**config.mk**
```make
export PLATFORM = sky130hd
export DESIGN_NAME = keypad_entry_ctrl
export DESIGN_NICKNAME = d
export VERILOG_FILES = /design/src/rtl/keypad_entry_ctrl.sv
export SDC_FILE = /design/constraint.sdc
export NUM_CORES = 1
export LEC_CHECK = 0
export ABC_CLOCK_PERIOD_IN_PS = 2200
export BUFFER_PORTS_ARGS = -buffer_cell sky130_fd_sc_hd__buf_4
export CAP_MARGIN = 5
export CORE_MARGIN = 4
export CORE_UTILIZATION = 30
export CTS_BUF_LIST = sky130_fd_sc_hd__clkbuf_2 sky130_fd_sc_hd__clkbuf_4 sky130_fd_sc_hd__clkbuf_8
export CTS_CLUSTER_DIAMETER = 150
export DETAILED_ROUTE_END_ITERATION = 10
export GPL_ROUTABILITY_DRIVEN = 0
export HOLD_SLACK_MARGIN = 0.06
export REMOVE_ABC_BUFFERS = 1
export SETUP_SLACK_MARGIN = 0.5
export SLEW_MARGIN = 10
export SYNTH_ARGS = -nofsm -noshare
export SYNTH_HDL_FRONTEND = slang
export SYNTH_SLANG_ARGS = --single-unit
```
**constraint.sdc**
```tcl
create_clock -name clk -period 2.2 [get_ports clk]
set_input_delay 0.22 -clock clk [delete_from_list [all_inputs] [get_ports clk]]
set_output_delay 0.22 -clock clk [all_outputs]
set_load 0.02 [all_outputs]
```
**src/rtl/keypad_entry_ctrl.sv**
```systemverilog
// keypad_entry_ctrl: keypad scanner to seven-segment entry sequencer.
// Accepts key codes over a ready/ack handshake and builds a multi-digit
// entry. Enter commits the entry downstream over a valid/ready handshake.
// Ports:
//   clk, rst_n            clock, async active-low reset
//   key_code, key_ready   scanner key and its request
//   key_ack               one-cycle acknowledge to the scanner
//   disp_data             entry buffer, zero-extended to 16 bits
//   entry_count           digits held in the buffer
//   value, value_valid    committed entry, held until value_ready
//   value_ready           downstream accepts value
//   err                   one-cycle pulse on a rejected key
module keypad_entry_ctrl #(
    parameter int         DIGITS  = 4,
    parameter logic [3:0] KEY_BS  = 4'hE,
    parameter logic [3:0] KEY_ENT = 4'hF
) (
    input  logic                  clk,
    input  logic                  rst_n,
    input  logic [3:0]            key_code,
    input  logic                  key_ready,
    output logic                  key_ack,
    output logic [15:0]           disp_data,
    output logic [2:0]            entry_count,
    output logic [4*DIGITS-1:0]   value,
    output logic                  value_valid,
    input  logic                  value_ready,
    output logic                  err
);

    localparam int DW = 4 * DIGITS;

    localparam logic [1:0] S_WAIT    = 2'd0;
    localparam logic [1:0] S_ACK     = 2'd1;
    localparam logic [1:0] S_RELEASE = 2'd2;

    localparam logic [2:0] MAX_CNT = 3'(DIGITS);

    logic [1:0]    state_q, state_d;
    logic [DW-1:0] buf_q, buf_d;
    logic [2:0]    cnt_q, cnt_d;
    logic [DW-1:0] val_q, val_d;
    logic          vv_q, vv_d;
    logic          ack_q, ack_d;
    logic          err_q, err_d;

    logic is_bs;
    logic is_ent;

    assign is_bs  = (key_code == KEY_BS);
    assign is_ent = (key_code == KEY_ENT);

    always_comb begin
        state_d = state_q;
        buf_d   = buf_q;
        cnt_d   = cnt_q;
        val_d   = val_q;
        vv_d    = vv_q;
        ack_d   = 1'b0;
        err_d   = 1'b0;

        // A held value is released by downstream independently of keys.
        if (vv_q && value_ready) begin
            vv_d = 1'b0;
        end

        unique case (state_q)
            S_WAIT: begin
                // Keys stall while a committed value is still pending.
                if (key_ready && !vv_q) begin
                    state_d = S_ACK;
                    ack_d   = 1'b1;
                    if (is_bs) begin
                        if (cnt_q != 3'd0) begin
                            buf_d = buf_q >> 4;
                            cnt_d = cnt_q - 3'd1;
                        end
                    end else if (is_ent) begin
                        if (cnt_q != 3'd0) begin
                            val_d = buf_q;
                            vv_d  = 1'b1;
                            buf_d = '0;
                            cnt_d = 3'd0;
                        end else begin
                            err_d = 1'b1;
                        end
                    end else begin
                        if (cnt_q < MAX_CNT) begin
                            buf_d = (buf_q << 4) | DW'(key_code);
                            cnt_d = cnt_q + 3'd1;
                        end else begin
                            err_d = 1'b1;
                        end
                    end
                end
            end
            S_ACK: begin
                state_d = S_RELEASE;
            end
            S_RELEASE: begin
                // Ready is still high right after ack; wait for it to drop
                // so one physical press is consumed only once.
                if (!key_ready) begin
                    state_d = S_WAIT;
                end
            end
            default: begin
                state_d = S_WAIT;
            end
        endcase
    end

    always_ff @(posedge clk or negedge rst_n) begin
        if (!rst_n) begin
            state_q <= S_WAIT;
            buf_q   <= '0;
            cnt_q   <= 3'd0;
            val_q   <= '0;
            vv_q    <= 1'b0;
            ack_q   <= 1'b0;
            err_q   <= 1'b0;
        end else begin
            state_q <= state_d;
            buf_q   <= buf_d;
            cnt_q   <= cnt_d;
            val_q   <= val_d;
            vv_q    <= vv_d;
            ack_q   <= ack_d;
            err_q   <= err_d;
        end
    end

    assign key_ack     = ack_q;
    assign err         = err_q;
    assign disp_data   = 16'(buf_q);
    assign entry_count = cnt_q;
    assign value       = val_q;
    assign value_valid = vv_q;

endmodule

```
# --- Yosys cells after proc, flatten, opt, wreduce, memory -nomap -nowiden ---
# Index checks and enable logic that the tools add are counted.
word_totals:
  register_bits: 40
  out_inout_bits: 38
  wordCells: 56
op_classes:
  n_addsub: 2
  order_cmp: 1
  n_eq_ne: 8
  muxes: 27
  bitwise_logic: 2
  n_reduce_logical: 9
op_table:
  columns: ["cell", "count"]
  rows:
  - ["$mux W16", 5]
  - ["$or A16 B4 Y16", 1]
  - ["$mux W3", 5]
  - ["$mux W1", 14]
  - ["$reduce_and A5 Y1", 2]
  - ["$eq A4 B4 Y1 const B", 2]
  - ["$pmux W2 S3", 1]
  - ["$reduce_bool A3 Y1", 2]
  - ["$mux W2", 2]
  - ["$ne A2 B1 Y1 const B", 2]
  - ["$ne A2 B2 Y1 const B", 2]
  - ["$add A3 B1 Y3 const B", 1]
  - ["$lt A3 B3 Y1 const B", 1]
  - ["$sub A3 B1 Y3 const B", 1]
  - ["$eq A2 B1 Y1 const B", 1]
  - ["$eq A2 B2 Y1 const B", 1]
  - ["$logic_and A1 B1 Y1", 2]
  - ["$logic_not A2 Y1", 1]
  - ["$reduce_and A2 Y1", 1]
  - ["$logic_not A1 Y1", 1]
  - ["$not A1 Y1", 1]

# --- Depth between registers and ports, before layout ---
logic_depth:
  depth_word: 7
  mapped_depth: 7

# --- Least setup slack after synthesis ---
# Ideal clock, no wire load.
synth_path:
  path_kind: "flip-flop to flip-flop"
  startpoint: "register cnt_q[0], in the netlist entry_count[0]"
  endpoint: "register val_q[0], in the netlist value[0]"
  setup_ns: 0.125
  arrival_time_ns: 1.800
  path_slack_ns: 0.275
  stages_incl_launch_ff: 8
  path_buffers: 2
  cell_sequence: "dfrtp_1 > inv_1 > ha_1 > nor2b_1 > and4b_2 > buf_4 > buf_8 > mux2_2"
synth_via:
  elab_chain_len: 2
synth_lines:
  columns: ["item", "line", "rtl"]
  rows:
  - ["start, declared", "41", "logic [2:0] cnt_q, cnt_d;"]
  - ["start signal, assigned", "125", "cnt_q <= cnt_d;"]
  - ["$reduce_bool A3 Y1", "79", "if (cnt_q != 3'd0) begin"]
  - ["$reduce_and A5 Y1 (no source line)", null, null]
  - ["end signal, assigned", "126", "val_q <= val_d;"]
  - ["end, declared", "42", "logic [DW-1:0] val_q, val_d;"]
# Every way passes these cells.
# A chain may end at the register's enable or synchronous reset.

# --- Worst setup path in the final report ---
layout_path:
  startpoint: "register cnt_q[1], in the netlist entry_count[1]"
  endpoint: "register val_q[11], in the netlist value[11]"
# Same word-level chain as after synthesis.

==> flow_summary_export.csv <==
group,metric,value,unit
route,drt-wirelength-per-cell,14.6,um
final_layout,layout-drive-gt1-share,0.481,
worst_hold_path,worstHoldPathType,"primary input to flip-flop",
route,antenna_left,0,
sta,fin_crit_sh,0.770,
yosys,ys_seq_elements,40,
sta,rsz0062_at_grt,"yes",
sta,slew_headroom,0.657,
cts,cts_root_buffer,"clkbuf_8",
floorplanning,die_y,87.1,um
global_routing,grt_usage,0.113,
critical_path,cp_data_arrival_time,1.86,ns
cts,cts_tree,"done",
cts,clk_latency,0.29,ns
final_layout,seq_area,0.00100,mm2
placed_design,dp_hpwl,2.61,mm
final_layout,multi_input_area,868,um2
outcome,status,"complete, no violations",
route,num_vias,1339,
yosys,yosys.cell_types.count,33,
yosys,avgSynthCellArea,12.4,um2
yosys,netlist_area,0.00188,mm2
critical_path,cp-start-kind,"flip-flop",
route,first_pass_iters,4,
cts,clk_pin_slew,0.07,ns
route,drt_iter0_markers,40,
global_routing,antenna_found_initial,0,
sta,finClkSkew,0.00759,ns
power_and_ir_drop,peakVddDrop,0.656,mV
final_layout,final_util,0.426,
floorplanning,core,0.00599,mm2
route,wl,4.11,mm
sta,setup-tns-final,0,ns
global_routing,grt_pass1_vias,1345,
cts,clkSinkCount,40,
final_layout,layout.cells.non_filler,281,
final_layout,area_delta_synth_final,36.1,%
power_and_ir_drop,p_leak,1.26,nW
sta,finalCriticalPeriod,1.69,ns
route,viasPerCell,4.77,
floorplanning,die_area,0.00758,mm2
final_layout,antenna_cells,0,
yosys,ys_seq_area_frac,0.534,
placed_design,placed_area,0.00227,mm2
sta,worst_slack,0.506,ns
critical_path,cp.required,2.37,ns
floorplanning,die-width,87.1,um
final_layout,nNetsFinal,217,
cts,cts_buffers,5,
critical_path,endpoint_kind,"flip-flop",
route,drc,0,
final_layout,final_area,0.00255,mm2
global_routing,grt_max_degree,41,
cts,max-clock-path-buffers,2,
final_layout,num-fill-cells,559,
sta,setup_violations,0,
critical_path,path_max_fanout,8,
sta,drv_slew,0,
yosys,yosysWarnings,0,
critical_path,reg2reg_slack,0.51,ns
sta,finalHoldViolations,0,
sta,tightest_slew,0.514,ns
global_routing,grt_overflow,0,
floorplanning,io_pins,46,
floorplanning,rows,28,
placed_design,dpl_worst_slack,0.235,ns
cts,h-tree-depth,2,
floorplanning,initial_core_util,0.313,
run,drv_cap,0,
yosys,syn_inst,151,
sta,timing.fmax,590,MHz
placed_design,dpl.cell_count,265,
critical_path,worst-setup-path-type,"flip-flop to flip-flop",
placed_design,portBuffers,45,
power_and_ir_drop,p_per_area,1470,mW/mm2
global_routing,grt_first_pass_wirelength,6.66,mm
[cells by family after synthesis]
logic type / after synthesis / synth area share
compound gates: 26 / 0.0841
xor+xnor: 1 / 0.00467
fa+ha+maj: 3 / 0.0200
buf+inv: 18 / 0.0520
flops: 40 / 0.534
mux: 32 / 0.204
simple gates: 31 / 0.101
[layer usage]
layer | part of all wire | GRT usage | vias to the layer above | routed length [um]
li1 | - | - | 637 | -
met1 | 0.48 | 0.148 | 661 | 1960
met2 | 0.46 | 0.181 | 37 | 1880
met3 | 0.056 | 0.0369 | 4 | 231
met4 | 0.010 | 0.0297 | 0 | 42
met5 | 0 | 0 | - | 0
[critical path: stages, from the launching register on]
cell and delay, ns:
dfrtp_1 0.36, inv_2 0.07, ha_4 0.15, nor2b_4 0.13
and4b_4 0.42, buf_12 0.15, mux2_4 0.29
[per-stage QoR]
step                total power, mW  hold slack (ns)
floorplan                      2.38          -0.0756
global placement               3.08            0.236
detailed placement             3.10            0.236
CTS                            3.65            0.191
global route                   4.01            0.193
finish                         3.74            0.203
[where the power goes]
group | total, mW | switching [mW] | internal, mW | leakage (nW)
Combinational | 1.91 | 0.911 | 1.00 | 0.711
Sequential | 1.36 | 0.303 | 1.06 | 0.501
Clock | 0.466 | 0.238 | 0.228 | 0.0445
[worst paths after layout]
path                                       startpoint                      to  cells after the start
max                        entry_count[1]$_DFFE_PN0P_   value[11]$_DFFE_PN0P_                      6
max reg2reg                entry_count[1]$_DFFE_PN0P_   value[11]$_DFFE_PN0P_                      6
min reg2reg                     value[14]$_DFFE_PN0P_   value[14]$_DFFE_PN0P_                      1
max in group asynchronous                       rst_n   value_valid$_DFF_PN0_                      2
min                                         key_ready  state_q[1]$_DFFE_PN0P_                      3
min in group asynchronous                       rst_n   value_valid$_DFF_PN0_                      2
[Yosys cell counts, drive strengths merged]
master | count | share of area
o31a | 1 | 0.0053
mux2i | 7 | 0.044
nand2 | 13 | 0.030
dfrtp | 40 | 0.53
xnor2 | 1 | 0.0047
inv | 9 | 0.018
buf | 4 | 0.024
nor2 | 2 | 0.0040
o21ai | 2 | 0.0053
clkbuf | 5 | 0.010
mux2 | 25 | 0.16
and3 | 1 | 0.0033
nand3 | 1 | 0.0027
a211oi | 1 | 0.0040
ha | 3 | 0.020
a21oi | 11 | 0.029
nor4b | 2 | 0.017
nor3 | 2 | 0.0053
or2 | 1 | 0.0033
and4b | 1 | 0.0060
o31ai | 4 | 0.016
a31oi | 6 | 0.020
a21o | 1 | 0.0040
nor2b | 2 | 0.0067
nor3b | 4 | 0.016
nand2b | 2 | 0.0067
[final cells by class]
cell class	count	area share
Multi-Input combinational cell	93	0.340
Clock inverter	1	0.00196
Timing Repair Buffer	57	0.185
Inverter	9	0.0132
Sequential cell	40	0.393
Tap cell	75	0.0368
Clock buffer	6	0.0299
[registers in the layout, summed over array words and instances (netlist names)]
signal,count
key_ack,1
disp_data,16
err,1
value_valid,1
entry_count,3
value,16
state_q,2
[layout by cell type (no fill, tap or decap)]
master	netlist	layout
buf_4	1	53
dfrtp_1	40	39
mux2_4	5	21
nand2_1	12	12
a21oi_1	11	11
inv_1	9	7
a31oi_1	6	6
mux2i_1	6	6
clkbuf_8	0	5
nor3b_1	4	4
o31ai_1	4	4
mux2_2	19	4
inv_2	0	2
o21ai_0	2	2
nor2_1	2	2
nand2b_1	2	2
nor3_1	2	2
ha_1	3	2
buf_12	0	2
nor2b_4	0	1
and3_1	1	1
mux2i_4	1	1
nand3_1	1	1
nor4b_4	1	1
and4b_4	0	1
a21o_1	1	1
nand2_8	0	1
nor2b_1	2	1
o31a_2	1	1
nor4b_1	1	1
or2_2	1	1
xnor2_1	1	1
a211oi_1	1	1
ha_4	0	1
clkinv_2	0	1
clkbuf_4	0	1
clkbuf_16	0	1
dlygate4sd3_1	0	1
dfrtp_2	0	1
[repair_timing]
item / CTS / global route
setup buffers: 4 / 3
pin swaps: 0 / 2
hold buffers: 1 / 0
resized for setup: 4 / 21
setup endpoints to repair: 25 / 16
cloned: 0 / 1
hold endpoints to repair: 40 / 0
No activity file was read; power rests on OpenSTA's default activity.
